<file path="config.mk">
export PLATFORM = sky130hd
export DESIGN_NAME = alu_sequencer
export DESIGN_NICKNAME = d
export VERILOG_FILES = /design/src/rtl/alu_seq_pkg.sv /design/src/rtl/regfile_16x32.sv /design/src/rtl/alu_sequencer.sv
export SDC_FILE = /design/constraint.sdc
export NUM_CORES = 1
export LEC_CHECK = 0
export ABC_AREA = 0
export ABC_CLOCK_PERIOD_IN_PS = 7000
export BUFFER_PORTS_ARGS = -buffer_cell sky130_fd_sc_hd__buf_4
export CELL_PAD_IN_SITES_DETAIL_PLACEMENT = 2
export CELL_PAD_IN_SITES_GLOBAL_PLACEMENT = 2
export CORE_ASPECT_RATIO = 0.8
export CORE_MARGIN = 2
export CORE_UTILIZATION = 33
export CTS_CLUSTER_DIAMETER = 120
export DETAILED_ROUTE_END_ITERATION = 16
export PLACE_DENSITY = 0.76
export SYNTH_ARGS = -nofsm -noshare
export SYNTH_HDL_FRONTEND = slang
export SYNTH_HIERARCHICAL = 1
export SYNTH_SLANG_ARGS = --single-unit
</file>
<file path="constraint.sdc">
create_clock -name clk -period 7 [get_ports clk]
set_input_delay 0.35 -clock clk [delete_from_list [all_inputs] [get_ports clk]]
set_output_delay 0.35 -clock clk [all_outputs]
set_load 0.05 [all_outputs]
</file>
<file path="src/rtl/alu_seq_pkg.sv">
// Shared types and constants for the ALU sequencer: FSM states, instruction
// field positions, opcode encodings and field-extraction helpers.
package alu_seq_pkg;

    typedef enum logic [1:0] {
        IDLE = 2'd0,
        EXEC = 2'd1,
        WB   = 2'd2,
        HALT = 2'd3
    } state_t;

    localparam int OPC_MSB = 15;
    localparam int OPC_LSB = 12;
    localparam int RD_MSB  = 11;
    localparam int RD_LSB  = 8;
    localparam int RS1_MSB = 7;
    localparam int RS1_LSB = 4;
    localparam int RS2_MSB = 3;
    localparam int RS2_LSB = 0;

    localparam logic [3:0] ADD  = 4'b0000;
    localparam logic [3:0] SUB  = 4'b1000;
    localparam logic [3:0] SLL  = 4'b0001;
    localparam logic [3:0] SLT  = 4'b0010;
    localparam logic [3:0] SLTU = 4'b0011;
    localparam logic [3:0] XOR  = 4'b0100;
    localparam logic [3:0] SRL  = 4'b0101;
    localparam logic [3:0] SRA  = 4'b1101;
    localparam logic [3:0] OR   = 4'b0110;
    localparam logic [3:0] AND  = 4'b0111;

    function automatic logic [3:0] field_opc(input logic [15:0] ir);
        return ir[OPC_MSB:OPC_LSB];
    endfunction

    function automatic logic [3:0] field_rd(input logic [15:0] ir);
        return ir[RD_MSB:RD_LSB];
    endfunction

    function automatic logic [3:0] field_rs1(input logic [15:0] ir);
        return ir[RS1_MSB:RS1_LSB];
    endfunction

    function automatic logic [3:0] field_rs2(input logic [15:0] ir);
        return ir[RS2_MSB:RS2_LSB];
    endfunction

endpackage

</file>
<file path="src/rtl/regfile_16x32.sv">
// 16x32 register file: two operand read ports, one debug read port and a
// single write port shared between writeback and preload. R0 reads as zero.
module regfile_16x32 #(
    parameter int NREGS = 16,
    parameter int AW    = $clog2(NREGS)
) (
    input  logic          clk,
    input  logic          reset,
    input  logic [AW-1:0] rs1_addr,
    input  logic [AW-1:0] rs2_addr,
    input  logic [AW-1:0] dbg_addr,
    input  logic          wb_en,
    input  logic [AW-1:0] wb_addr,
    input  logic [31:0]   wb_data,
    input  logic          load_en,
    input  logic [AW-1:0] load_addr,
    input  logic [31:0]   load_data,
    output logic [31:0]   rs1_data,
    output logic [31:0]   rs2_data,
    output logic [31:0]   dbg_data
);

    logic [31:0]   regs_r [NREGS];
    logic          we_s;
    logic [AW-1:0] waddr_s;
    logic [31:0]   wdata_s;

    // Write-port arbiter; writeback and preload are never active together
    // but writeback is given priority so the selection is fully defined.
    always_comb begin
        we_s    = 1'b0;
        waddr_s = {AW{1'b0}};
        wdata_s = 32'd0;
        if (wb_en) begin
            we_s    = 1'b1;
            waddr_s = wb_addr;
            wdata_s = wb_data;
        end else if (load_en) begin
            we_s    = 1'b1;
            waddr_s = load_addr;
            wdata_s = load_data;
        end else begin
            we_s    = 1'b0;
        end
    end

    // Register storage; writes aimed at R0 are dropped.
    always_ff @(posedge clk) begin
        if (reset) begin
            for (int i = 0; i < NREGS; i++) begin
                regs_r[i] <= 32'd0;
            end
        end else if (we_s && (waddr_s != {AW{1'b0}})) begin
            regs_r[waddr_s] <= wdata_s;
        end
    end

    assign rs1_data = (rs1_addr == {AW{1'b0}}) ? 32'd0 : regs_r[rs1_addr];
    assign rs2_data = (rs2_addr == {AW{1'b0}}) ? 32'd0 : regs_r[rs2_addr];
    assign dbg_data = (dbg_addr == {AW{1'b0}}) ? 32'd0 : regs_r[dbg_addr];

endmodule

</file>
<file path="src/rtl/alu_sequencer.sv">
// Instruction sequencer driving an external combinational ALU: fetch operands,
// capture the ALU response, write back, and halt on an ALU error until reset.
module alu_sequencer
    import alu_seq_pkg::*;
#(
    parameter int NREGS = 16,
    parameter int CNT_W = 16
) (
    input  logic             clk,
    input  logic             reset,
    input  logic             instr_valid,
    output logic             instr_ready,
    input  logic [15:0]      instr,
    input  logic             load_valid,
    input  logic [3:0]       load_addr,
    input  logic [31:0]      load_data,
    input  logic [3:0]       dbg_addr,
    output logic [31:0]      dbg_data,
    output logic [3:0]       alu_opcode,
    output logic [31:0]      alu_a,
    output logic [31:0]      alu_b,
    input  logic [31:0]      alu_result,
    input  logic             alu_n,
    input  logic             alu_z,
    input  logic             alu_v,
    input  logic             alu_c,
    input  logic             alu_error,
    output logic [3:0]       flags,
    output logic             done,
    output logic             error,
    output logic [CNT_W-1:0] instr_count
);

    state_t             state_r;
    state_t             state_nxt_s;
    logic [15:0]        ir_r;
    logic [31:0]        res_r;
    logic [3:0]         nzvc_r;
    logic               aerr_r;
    logic [3:0]         flags_r;
    logic [CNT_W-1:0]   cnt_r;
    logic [31:0]        rs1_data_s;
    logic [31:0]        rs2_data_s;
    logic               wb_go_s;
    logic               load_go_s;

    assign wb_go_s   = (state_r == WB) && !aerr_r && !reset;
    assign load_go_s = (state_r == IDLE) && load_valid && !reset;

    regfile_16x32 #(
        .NREGS (NREGS),
        .AW    (4)
    ) u_regfile (
        .clk       (clk),
        .reset     (reset),
        .rs1_addr  (field_rs1(ir_r)),
        .rs2_addr  (field_rs2(ir_r)),
        .dbg_addr  (dbg_addr),
        .wb_en     (wb_go_s),
        .wb_addr   (field_rd(ir_r)),
        .wb_data   (res_r),
        .load_en   (load_go_s),
        .load_addr (load_addr),
        .load_data (load_data),
        .rs1_data  (rs1_data_s),
        .rs2_data  (rs2_data_s),
        .dbg_data  (dbg_data)
    );

    // FSM state register.
    always_ff @(posedge clk) begin
        if (reset) begin
            state_r <= IDLE;
        end else begin
            state_r <= state_nxt_s;
        end
    end

    // Next-state logic; HALT is only left through reset.
    always_comb begin
        state_nxt_s = state_r;
        case (state_r)
            IDLE: begin
                if (instr_valid) begin
                    state_nxt_s = EXEC;
                end else begin
                    state_nxt_s = IDLE;
                end
            end
            EXEC: state_nxt_s = WB;
            WB: begin
                if (aerr_r) begin
                    state_nxt_s = HALT;
                end else begin
                    state_nxt_s = IDLE;
                end
            end
            HALT:    state_nxt_s = HALT;
            default: state_nxt_s = IDLE;
        endcase
    end

    // State-decoded outputs; forced quiet while reset is asserted so an
    // interrupted instruction never shows done or drives the ALU.
    always_comb begin
        instr_ready = 1'b0;
        done        = 1'b0;
        error       = 1'b0;
        alu_opcode  = 4'd0;
        alu_a       = 32'd0;
        alu_b       = 32'd0;
        if (reset) begin
            instr_ready = 1'b0;
        end else begin
            case (state_r)
                IDLE: instr_ready = 1'b1;
                EXEC: begin
                    alu_opcode = field_opc(ir_r);
                    alu_a      = rs1_data_s;
                    alu_b      = rs2_data_s;
                end
                WB: begin
                    if (aerr_r) begin
                        done = 1'b0;
                    end else begin
                        done = 1'b1;
                    end
                end
                HALT:    error = 1'b1;
                default: instr_ready = 1'b0;
            endcase
        end
    end

    // Instruction latch, ALU response capture and retirement bookkeeping.
    always_ff @(posedge clk) begin
        if (reset) begin
            ir_r    <= 16'd0;
            res_r   <= 32'd0;
            nzvc_r  <= 4'd0;
            aerr_r  <= 1'b0;
            flags_r <= 4'd0;
            cnt_r   <= {CNT_W{1'b0}};
        end else begin
            if ((state_r == IDLE) && instr_valid) begin
                ir_r <= instr;
            end
            if (state_r == EXEC) begin
                res_r  <= alu_result;
                nzvc_r <= {alu_n, alu_z, alu_v, alu_c};
                aerr_r <= alu_error;
            end
            if (wb_go_s) begin
                flags_r <= nzvc_r;
                cnt_r   <= cnt_r + CNT_W'(1);
            end
        end
    end

    assign flags       = flags_r;
    assign instr_count = cnt_r;

endmodule

</file>
# Word-level counts from Yosys, hierarchy flattened
# Memory sizes are Yosys's and may differ from the RTL's. A register that Yosys moved wholly into a read port is not among the register bits.
# Cells that the tools add are included.
[word_totals] regBits=75 ram_bits=512 inputBits=97 out_inout_bits=123 wordCells=63 mem_count=1
[memory_table] memory="u_regfile.regs_r" words=16 word_bits=32 read_ports=3 rd_clocked_by_memory_dff=2 write_ports=16 line_no="regfile_16x32.sv:23" rtl="logic [31:0] regs_r [NREGS];"
[classes] n_addsub=1 n_eq_ne=3 mux=37 n_reduce_logical=14
[op_table] operator="two-way mux 32 bit" n=10
[op_table] operator="two-way mux 4 bit" n=9
[op_table] operator="OR reduction 32 bit" n=1
[op_table] operator="adder 16 x 1 -> 16 bit (second input constant)" n=1
[op_table] operator="two-way mux 1 bit" n=16
[op_table] operator="logical NOT 4 bit" n=3
[op_table] operator="one-hot mux 2 bit (4 select lines)" n=1
[op_table] operator="logical AND 1 bit" n=6
[op_table] operator="equality test 2 bit (second input constant)" n=2
[op_table] operator="nonzero test 4 bit" n=1
[op_table] operator="equality test 2 x 1 -> 1 bit (second input constant)" n=1
[op_table] operator="logical NOT 1 bit" n=2
[op_table] operator="logical NOT 2 bit" n=1
[op_table] operator="two-way mux 2 bit" n=1

# Longest topological paths before layout
[logic_depth] word_depth=12 depth_mapped=10 ltp_nobuf=6

# Hierarchy
# Netlist, hierarchy kept.
[by_module_without_submodules] mod="regfile_16x32" instances=1 cells_each=2264 area_per_inst_um2=28493.6 seq_area_each_um2=14413.8
[by_module_without_submodules] mod="alu_sequencer" instances=1 cells_each=421 area_per_inst_um2=3245.6 seq_area_each_um2=1501.4

# Worst setup path after synthesis
# Ideal clock, no wire load.
[synth_timing] path_type="input to register" start="input reset" end="memory u_regfile.regs_r[5][0] (enable)" setup_ps=390 arrival_ps=3777 required_ps=6610 setup_slack_ps=2834 path_stages=8 path_buffers=2 path_cell_list="clkbuf_1 -> nor3_1 -> and2_1 -> buf_6 -> or3b_4 -> a221oi_2 -> nand2_2 -> or2b_1"
[synth_lines] item="start: declaration" line_no="alu_sequencer.sv:10" rtl="input logic reset,"
[synth_lines] item="end: declaration" line_no="regfile_16x32.sv:23"

# Final worst setup path
[layout_timing] start="register ir_r[1]" end="output alu_b[2]"
[layout_between] elab_chain_cells=4
[layout_rtl] item="start: declaration" line_no="alu_sequencer.sv:36" rtl="logic [15:0] ir_r;"
[layout_rtl] item="start signal: assignment" line_no="alu_sequencer.sv:146" rtl="ir_r <= instr;"
[layout_rtl] item="logical NOT 4 bit" line_no="regfile_16x32.sv:59" rtl="assign rs2_data = (rs2_addr == {AW{1'b0}}) ? 32'd0 : regs_r[rs2_addr];"
[layout_rtl] item="two-way mux 32 bit" line_no="regfile_16x32.sv:59"
[layout_rtl] item="net rs2_data_s[2]" line_no="alu_sequencer.sv:43" rtl="logic [31:0] rs2_data_s;"
[layout_rtl] item="two-way mux 32 bit" line_no="alu_sequencer.sv:115" rtl="case (state_r)"
[layout_rtl] item="two-way mux 32 bit" line_no="alu_sequencer.sv:112" rtl="if (reset) begin"
[layout_rtl] item="end: declaration" line_no="alu_sequencer.sv:21" rtl="output logic [31:0] alu_b,"
# The timed path passes the listed nets, and every way through them passes these cells.

==> qor.yml <==
critical_path:
  rr_worst_depth: 6
  worst-path-stages: 7
  cpPeakStageDelay_ps: 960
  cp_max_fo: 44
  criticalPathCategory: "flip-flop to primary output"
  critPathBufInv: 2
  worst_setup_path_end_kind: "primary output"
  crit_chain: "buf_4 -> mux2i_1 -> nor2_1 -> a2111oi_0 -> nor2_1 -> and2_1 -> buf_4"
  crit_family: "buffers and inverters"
  cp-start-kind: "flip-flop"
  cp_data_required_time_ps: 6650
  crit_slowest_cell: "dfxtp_4"
  crit_arrival_ps: 4460
timing:
  hold-worst-slack_ps: 126
  skew_ps: 16.2
  timing.final.ws_setup_ps: 2190
  fin_setup_tns_ps: 0
  worst_pin_slew_ps: 1340
  rsz0062_at_grt: "false"
  fin_crit_sh: 0.688
  slew_violations: 0
  fin_crit_ps: 4810
  final_hold_viol_count: 0
  setup-violations-final: 0
  max_freq_mhz: 208
  slew_headroom: 0.108
run_status:
  status: "completed"
final_layout:
  nFillCells: 9667
  fin_cells: 4181
  area_growth_pct: 16.9
  drive_gt1_frac: 0.238
  regArea_um2: 15900
  final_cell_area_um2: 37100
  multi_input_area_um2: 14600
  fin_nets: 2940
hold_path:
  min_path_cells: 3
  holdCritPathClass: "primary input to flip-flop"
detailed_routing:
  routed_via_density: 6.32
  wl_per_cell_um: 33.9
  drt_pass1_iterations: 6
  vias: 26400
  drc: 0
  ant_nets: 0
  drt_iter0_markers: 2885
  wl_um: 142000
clock_tree:
  clockBufferDepth: 3
  numCtsBuffers: 60
  root_buffer: "clkbuf_16"
  cts_tree: "yes"
  cts_sinks: 555
  path_clk_slew_ps: 70
  postCtsSetupBuffers: 0
  clock_latency_ps: 660
  htree_levels: 2
yosys:
  syn_area_um2: 31700
  ys.flop_type: "edfxtp_1"
  syn_inst: 2685
  ys_warn_count: 6
  synth-edff-count: 480
  postSynth.asyncResetShare: 0
  synth_nets: 2783
  synth_area_per_cell_um2: 11.8
  yosys.cell_types.count: 52
  ys_seq_area_frac: 0.501
  synth_seq_cells: 555
global_routing:
  antenna_found_initial: 4
  grt_max_degree: 83
  grt_overflow_total: 0
  grt_pass1_vias: 28600
  grt_pass1_wl_um: 205000
  grt_usage: 0.285
flow_run:
  drv_cap: 0
floorplan:
  dieArea_um2: 98700
  start_util: 0.334
  rows: 101
  dieWidth_um: 351
  coreArea_um2: 95200
  chipHeight_um: 281
  pin_count: 220
placed_design:
  io_buffers: 219
  gp_congestion: 0.855
  postPlaceCellArea_um2: 34500
  dpl_worst_slack_ps: 2190
  dp_hpwl_um: 84200
  placed_cells: 4011
power_and_ir_drop:
  p_leak_uw: 0.0124
  power_density_nw_per_um2: 231
  ir_drop_mv: 0.192
## Yosys cell counts, types with 4 or more instances
cell	count	area, µm²
a2111oi_0	60	526
a21oi_1	131	656
a221o_1	31	310
a22oi_1	63	473
and2_1	73	457
buf_1	15	56.3
buf_2	96	480
buf_6	20	225
clkbuf_1	136	510
dfxtp_1	75	1500
edfxtp_1	480	14400
mux2_2	32	360
mux2i_1	290	2900
mux4_2	197	4440
nand2_1	136	510
nand2_2	6	37.5
nand2b_1	28	175
nand3_1	9	45.0
nand3b_1	4	30.0
nor2_1	602	2260
nor2_2	9	56.3
nor2b_1	5	31.3
nor3b_1	4	30.0
o21ai_0	16	80.1
o22ai_1	120	751
or3_1	5	31.3
xor2_1	6	52.6
## where the power goes
part	internal, µW	leakage, µW	switching, µW
combinational	471	0.00585	814
sequential	3700	0.00556	146
clock	1960	0.000989	1460
total	6130	0.0124	2420
## per-stage QoR
stage	power, µW	utilization
6_report	8550	0.390
5_1_grt	8740	0.390
4_1_cts	8540	0.389
3_5_place_dp	5130	0.363
3_3_place_gp	5070	0.363
2_1_floorplan	4620	-
## cells by family after synthesis
kind of cell / Yosys count / synth area share
compound gates: 432 / 0.0919
simple gates: 900 / 0.121
flops: 555 / 0.501
buf+inv: 270 / 0.0407
mux: 519 / 0.243
xor+xnor: 8 / 0.00221
fa+ha+maj: 1 / 0.000394
## routing by layer
| metal | track usage | part of all wire |
|---|---|---|
| met5 | 0 | 0 |
| met4 | 0.135 | 0.047 |
| met3 | 0.0507 | 0.084 |
| met2 | 0.477 | 0.48 |
| met1 | 0.357 | 0.39 |
## state kept, by name, summed over array words and instances (netlist names)
signal / count
res_r: 32
aerr_r: 1
ir_r: 16
instr_count: 16
flags: 4
u_regfile/regs_r: 480
nzvc_r: 4
state_r: 2
## final cells by class
cell class              count  share of cell area
flip-flops and latches    555               0.430
clock buffers              67              0.0418
well taps                1287              0.0434
inverters                   1            0.000101
repair buffers            364              0.0779
diodes                      1           0.0000675
clock inverters            46              0.0130
multi-input cells        1860               0.394
## layout by cell type (no fill, tap or decap), drive strengths merged, types with 3 or more instances in the layout
cell	instances
nor2	611
edfxtp	480
buf	312
mux2i	290
mux4	197
nand2	143
a21oi	131
o22ai	120
dfxtp	75
and2	74
clkbuf	67
a22oi	63
a2111oi	61
dlygate4sd3	52
mux2	32
a221o	31
nand2b	28
clkinv	28
o21ai	16
bufinv	10
nand3	9
xor2	6
or3	5
clkinvlp	5
nor2b	5
nand3b	4
nand4	4
inv	4
nor3b	4
and3	3
a221oi	3
## repair_timing
| action | in CTS | in global routing |
|---|---|---|
| endpoints found under the setup margin | 0 | 0 |
| hold endpoints to repair | 52 | 0 |
| gates resized for setup | 0 | 0 |
| hold buffers | 52 | 0 |
## path summary, 6_finish.rpt
path / start / endpoint / slack [ps]
worst max-delay path: ir_r[1]$_SDFFE_PP0P_ / alu_b[2] / 2190
worst min-delay path: instr[7] / ir_r[7]$_SDFFE_PP0P_ / 130
worst max register to register: state_r[1]$_SDFF_PP0_ / u_regfile/regs_r[4][17]$_SDFFCE_PN0P_ / 2260
worst min register to register: nzvc_r[1]$_SDFFE_PP0N_ / nzvc_r[1]$_SDFFE_PP0N_ / 470
## tightest hold or removal path, stage by stage
cell and delay (ps):
buf_4 120, nand2_1 80, a21oi_1 150
Note: power is estimated with default switching activity, not from simulation.
